<file path="config.mk">
export PLATFORM = sky130hd
export DESIGN_NAME = decode_branch_stage
export DESIGN_NICKNAME = d
export VERILOG_FILES = /design/src/rtl/decode_branch_stage.sv
export SDC_FILE = /design/constraint.sdc
export NUM_CORES = 1
export LEC_CHECK = 0
export ABC_CLOCK_PERIOD_IN_PS = 4450
export CAP_MARGIN = 15
export CORE_MARGIN = 5
export CORE_UTILIZATION = 40
export CTS_CLUSTER_SIZE = 16
export DETAILED_ROUTE_END_ITERATION = 16
export PLACE_DENSITY = 0.9
export SLEW_MARGIN = 0
export SYNTH_ARGS = -nofsm -noshare
export SYNTH_HDL_FRONTEND = slang
export SYNTH_SLANG_ARGS = --single-unit
</file>
<file path="constraint.sdc">
create_clock -name clk -period 4.45 [get_ports clk]
set_input_delay 0.445 -clock clk [delete_from_list [all_inputs] [get_ports clk]]
set_output_delay 0.445 -clock clk [all_outputs]
set_load 0.01 [all_outputs]
</file>
<file path="src/rtl/decode_branch_stage.sv">
// decode_branch_stage: IF/ID pipeline register plus decode-stage branch
// resolution. Branches resolve combinationally from the IF/ID contents and
// the forwarded operands; a taken branch squashes the fall-through slot.
module decode_branch_stage #(
  parameter logic [15:0] NOP    = 16'h0000,
  parameter logic [3:0]  OP_BEQ = 4'h4,
  parameter logic [3:0]  OP_BNE = 4'h5,
  parameter logic [3:0]  OP_JMP = 4'h6,
  parameter int          CNT_W  = 16
) (
  input  logic             clk,
  input  logic             rst,
  input  logic [15:0]      instructionf,
  input  logic [15:0]      pc_plus_2f,
  input  logic             stalld,
  input  logic [15:0]      rd1_d,
  input  logic [15:0]      rd2_d,
  output logic [15:0]      instrd,
  output logic [15:0]      pc_plus_2d,
  output logic             validd,
  output logic [2:0]       rs_d,
  output logic [2:0]       rt_d,
  output logic             branch_d,
  output logic [15:0]      pc_branch_d,
  output logic             pcsrc_d,
  output logic [CNT_W-1:0] taken_cnt
);

  logic [3:0]  opcode;
  logic        is_beq;
  logic        is_bne;
  logic        is_jmp;
  logic        operands_equal;
  logic        taken;
  logic [15:0] branch_offset;

  assign rs_d = instrd[11:9];
  assign rt_d = instrd[8:6];

  // Decode the held instruction and resolve branch direction and target.
  always_comb begin
    // NOTE: every signal gets a value before any conditional override, so no
    // path through this block can leave one unassigned and infer a latch.
    opcode         = instrd[15:12];
    is_beq         = (opcode == OP_BEQ);
    is_bne         = (opcode == OP_BNE);
    is_jmp         = (opcode == OP_JMP);
    operands_equal = (rd1_d == rd2_d);
    branch_offset  = {{9{instrd[5]}}, instrd[5:0], 1'b0};
    if (is_jmp) begin
      branch_offset = {{3{instrd[11]}}, instrd[11:0], 1'b0};
    end
    // Modulo-2^16 add: wrap-around in either direction is intentional.
    pc_branch_d = pc_plus_2d + branch_offset;
    taken       = (is_beq & operands_equal) | (is_bne & ~operands_equal) | is_jmp;
    branch_d    = validd & (is_beq | is_bne);
    // A stalled branch is still waiting on forwarded operands, so it must not
    // redirect until the stall lifts; it then redirects exactly once.
    pcsrc_d     = validd & taken & ~stalld;
  end

  // IF/ID register: stall holds, taken branch squashes, otherwise capture.
  always_ff @(posedge clk or posedge rst) begin
    // NOTE: state is updated with non-blocking assignments so every flop
    // samples pre-edge values regardless of statement order.
    if (rst) begin
      instrd     <= NOP;
      pc_plus_2d <= '0;
      validd     <= 1'b0;
    end else if (stalld) begin
      instrd     <= instrd;
      pc_plus_2d <= pc_plus_2d;
      validd     <= validd;
    end else if (pcsrc_d) begin
      instrd     <= NOP;
      pc_plus_2d <= pc_plus_2f;
      validd     <= 1'b0;
    end else begin
      instrd     <= instructionf;
      pc_plus_2d <= pc_plus_2f;
      validd     <= 1'b1;
    end
  end

  // Saturating count of redirects actually sent to fetch.
  always_ff @(posedge clk or posedge rst) begin
    if (rst) begin
      taken_cnt <= '0;
    end else if (pcsrc_d && (taken_cnt != {CNT_W{1'b1}})) begin
      taken_cnt <= taken_cnt + CNT_W'(1);
    end
  end

endmodule

</file>
==> results.json <==
{
  "maxSlewViolCount": 0,
  "clockBufferDepth": 2,
  "synth-seq-cells": 49,
  "cts_buffers": 5,
  "initialDrtViolationCount": 67,
  "drc_errors": 0,
  "leakage_nw": 2.03,
  "cts.htree.levels": 2,
  "dieArea_um2": 9180,
  "powerDensity_nw_per_um2": 352,
  "cts_resized": 0,
  "multi_input_area_um2": 1600,
  "die_width_um": 95.8,
  "grt_pass1_wl_um": 13400,
  "fp.dieH_um": 95.8,
  "tightest_slew_ns": 0.551,
  "fmax_mhz": 240,
  "fill_cells": 617,
  "gp_congestion": 0.878,
  "hold_slack_ns": 0.451,
  "cts_hold_buf": 0,
  "grt.total_usage": 0.185,
  "run_status": "finished, final reports clean",
  "clockRootBuffer": "clkbuf_8",
  "worstSetupPathType": "flip-flop to output port",
  "cap_viol_max_count": 0,
  "grt_pass1_vias": 2712,
  "std_cell_rows": 31,
  "firstDrtPassIters": 4,
  "syn_area_per_cell_um2": 9.81,
  "crit_path_end_kind": "output port",
  "startpoint": "instrd[14]",
  "synth_cells": 300,
  "highest_layer": "met4",
  "setup_violations": 0,
  "tritoncts": "built",
  "cts_setup_buffers": 0,
  "post-synth-top-area-cell": "dfrtp_1",
  "ff_latch_area_um2": 1230,
  "wl_met1_um": 3490,
  "r2r-end": "taken_cnt[1]",
  "rr_worst_depth": 5,
  "wl_met2_um": 4200,
  "final_common_cell": "clkdlybuf4s50_1",
  "r2r-start": "taken_cnt[6]",
  "grt.overflow.total": 0,
  "syn_to_final_growth_pct": 53.9,
  "yosys_warnings": 0,
  "start_util": 0.408,
  "pin_count": 140,
  "netlist-cell-type-count": 39,
  "yosys.area.top_type_share": 0.416,
  "via_count": 2705,
  "port_buffers": 139,
  "min-delay-path-class": "input pin to asynchronous set/reset pin",
  "wl_per_cell_um": 15.9,
  "drive_gt1_frac": 0.0741,
  "fin_skew_ns": 0.00798,
  "final_cell_mix": "clkdlybuf4s50_1, dfrtp_1, nand2_1",
  "crit_arrival_ns": 3.72,
  "rrSetupSlack_ns": 2.17,
  "startpoint_type": "flip-flop",
  "clkSlewWorstSetupHoldPaths_ns": 0.10,
  "wl_met3_um": 754,
  "period_share": 0.937,
  "fin_nets": 515,
  "synth_area_leaders": "dfrtp_1, xor2_1, ha_1",
  "grt_start_max_net_pins": 51,
  "fin_crit_ns": 4.17,
  "drt-total-wl_um": 8470,
  "syn_nets": 384,
  "critPathMaxFanout": 8,
  "antenna_cells": 0,
  "core_area_um2": 7210,
  "cts.sinks": 49,
  "endpoint": "pc_branch_d[12]",
  "cp.required_ns": 4.01,
  "final_hold_viol_count": 0,
  "ir_worst_vdd_uv": 204,
  "tns_ns": 0,
  "syn_area_um2": 2940,
  "seq_area_frac_synth": 0.416,
  "grt_antenna_before_repair": 0,
  "place_hpwl_um": 6610,
  "rsz0062_at_grt": "no",
  "slew_headroom": 0.631,
  "drtAntennaViolNets": 0,
  "clk_latency_ns": 0.30,
  "via_per_inst": 5.09
}
-- state kept, by name (all words and copies together) (netlist names) --
name / count
pc_plus_2d: 16
validd: 1
instrd: 16
taken_cnt: 16
-- layer usage --
layer,vias to the layer above,global-route usage
met5,-,0
met3,4,0.0571
met4,0,0.0284
li1,1305,-
met2,105,0.318
met1,1291,0.233
-- Yosys cell counts --
master,count
nand3_1,11
dfrtp_1,49
clkbuf_1,6
a41oi_1,2
o31ai_1,1
nand4_1,5
or4_1,1
xor2_1,30
fa_1,1
mux2_2,16
o21a_1,5
inv_2,1
buf_1,3
a31oi_1,1
mux2_1,2
nand2_1,41
and3_1,2
buf_4,7
a41o_1,6
nor4_1,6
nor2_1,12
inv_1,8
nor3_1,4
nand2b_1,1
o21bai_1,1
a21oi_1,11
xnor2_1,14
nand2_2,1
o211ai_1,1
a21o_1,6
ha_1,16
a211oi_1,2
o21ai_1,16
o21ai_0,4
buf_2,1
nor2b_1,2
and4_1,1
xnor2_2,1
or3_1,2
-- stage by stage --
step | std cells | instance area [µm²] | total power, W | util | worst slack (ns)
finish | 531 | 4530 | 0.00159 | 0.628 | 0.281
global route | 531 | 4530 | 0.00168 | 0.628 | 0.00699
CTS | 530 | 4510 | 0.00161 | 0.625 | 0.158
detailed placement | 522 | 4370 | 0.00122 | 0.606 | 0.542
global placement | 522 | 4370 | 0.00119 | 0.606 | 0.753
floorplan | 300 | 2940 | 0.000869 | - | 1.41
-- area by class of cell --
class	instances	area share
clock inverters	3	0.0152
flip-flops and latches	49	0.271
multi-input cells	225	0.352
well taps	99	0.0273
inverters	9	0.00746
clock buffers	5	0.0152
repair buffers	141	0.312
-- report_power, final --
group	switching, W	internal (W)
Clock	0.000161	0.000226
Combinational	0.000284	0.000376
Sequential	0.0000560	0.000490
-- worst min-delay path by stage --
stage	startpoint	cells past startpoint	endpoint	slack, ns
finish	rst	2	taken_cnt[15]	0.45
global route	rst	2	taken_cnt[15]	0.46
CTS	taken_cnt[9]	1	taken_cnt[9]	0.51
detailed placement	taken_cnt[9]	1	taken_cnt[9]	0.49
global placement	taken_cnt[9]	1	taken_cnt[9]	0.48
floorplan	taken_cnt[9]	1	taken_cnt[9]	0.52
-- worst max-delay path: stages, from the launching register on --
cell             delay, ns
dfrtp_1               0.38
nor2b_2               0.32
a31oi_1               0.24
a41o_1                0.26
ha_1                  0.33
a211oi_1              0.29
o211ai_1              0.17
a41oi_1               0.42
o21bai_1              0.13
a21oi_1               0.20
xnor2_1               0.13
clkdlybuf4s50_1       0.55
-- logic make-up after synthesis --
| logic type | count (synthesis) | share of synthesized area |
|---|---|---|
| simple gates | 89 | 0.139 |
| compound gates | 56 | 0.122 |
| flops | 49 | 0.416 |
| xor+xnor | 45 | 0.136 |
| buf+inv | 26 | 0.0425 |
| mux | 18 | 0.0688 |
| fa+ha+maj | 17 | 0.0748 |
(Power assumes the default switching activity.)
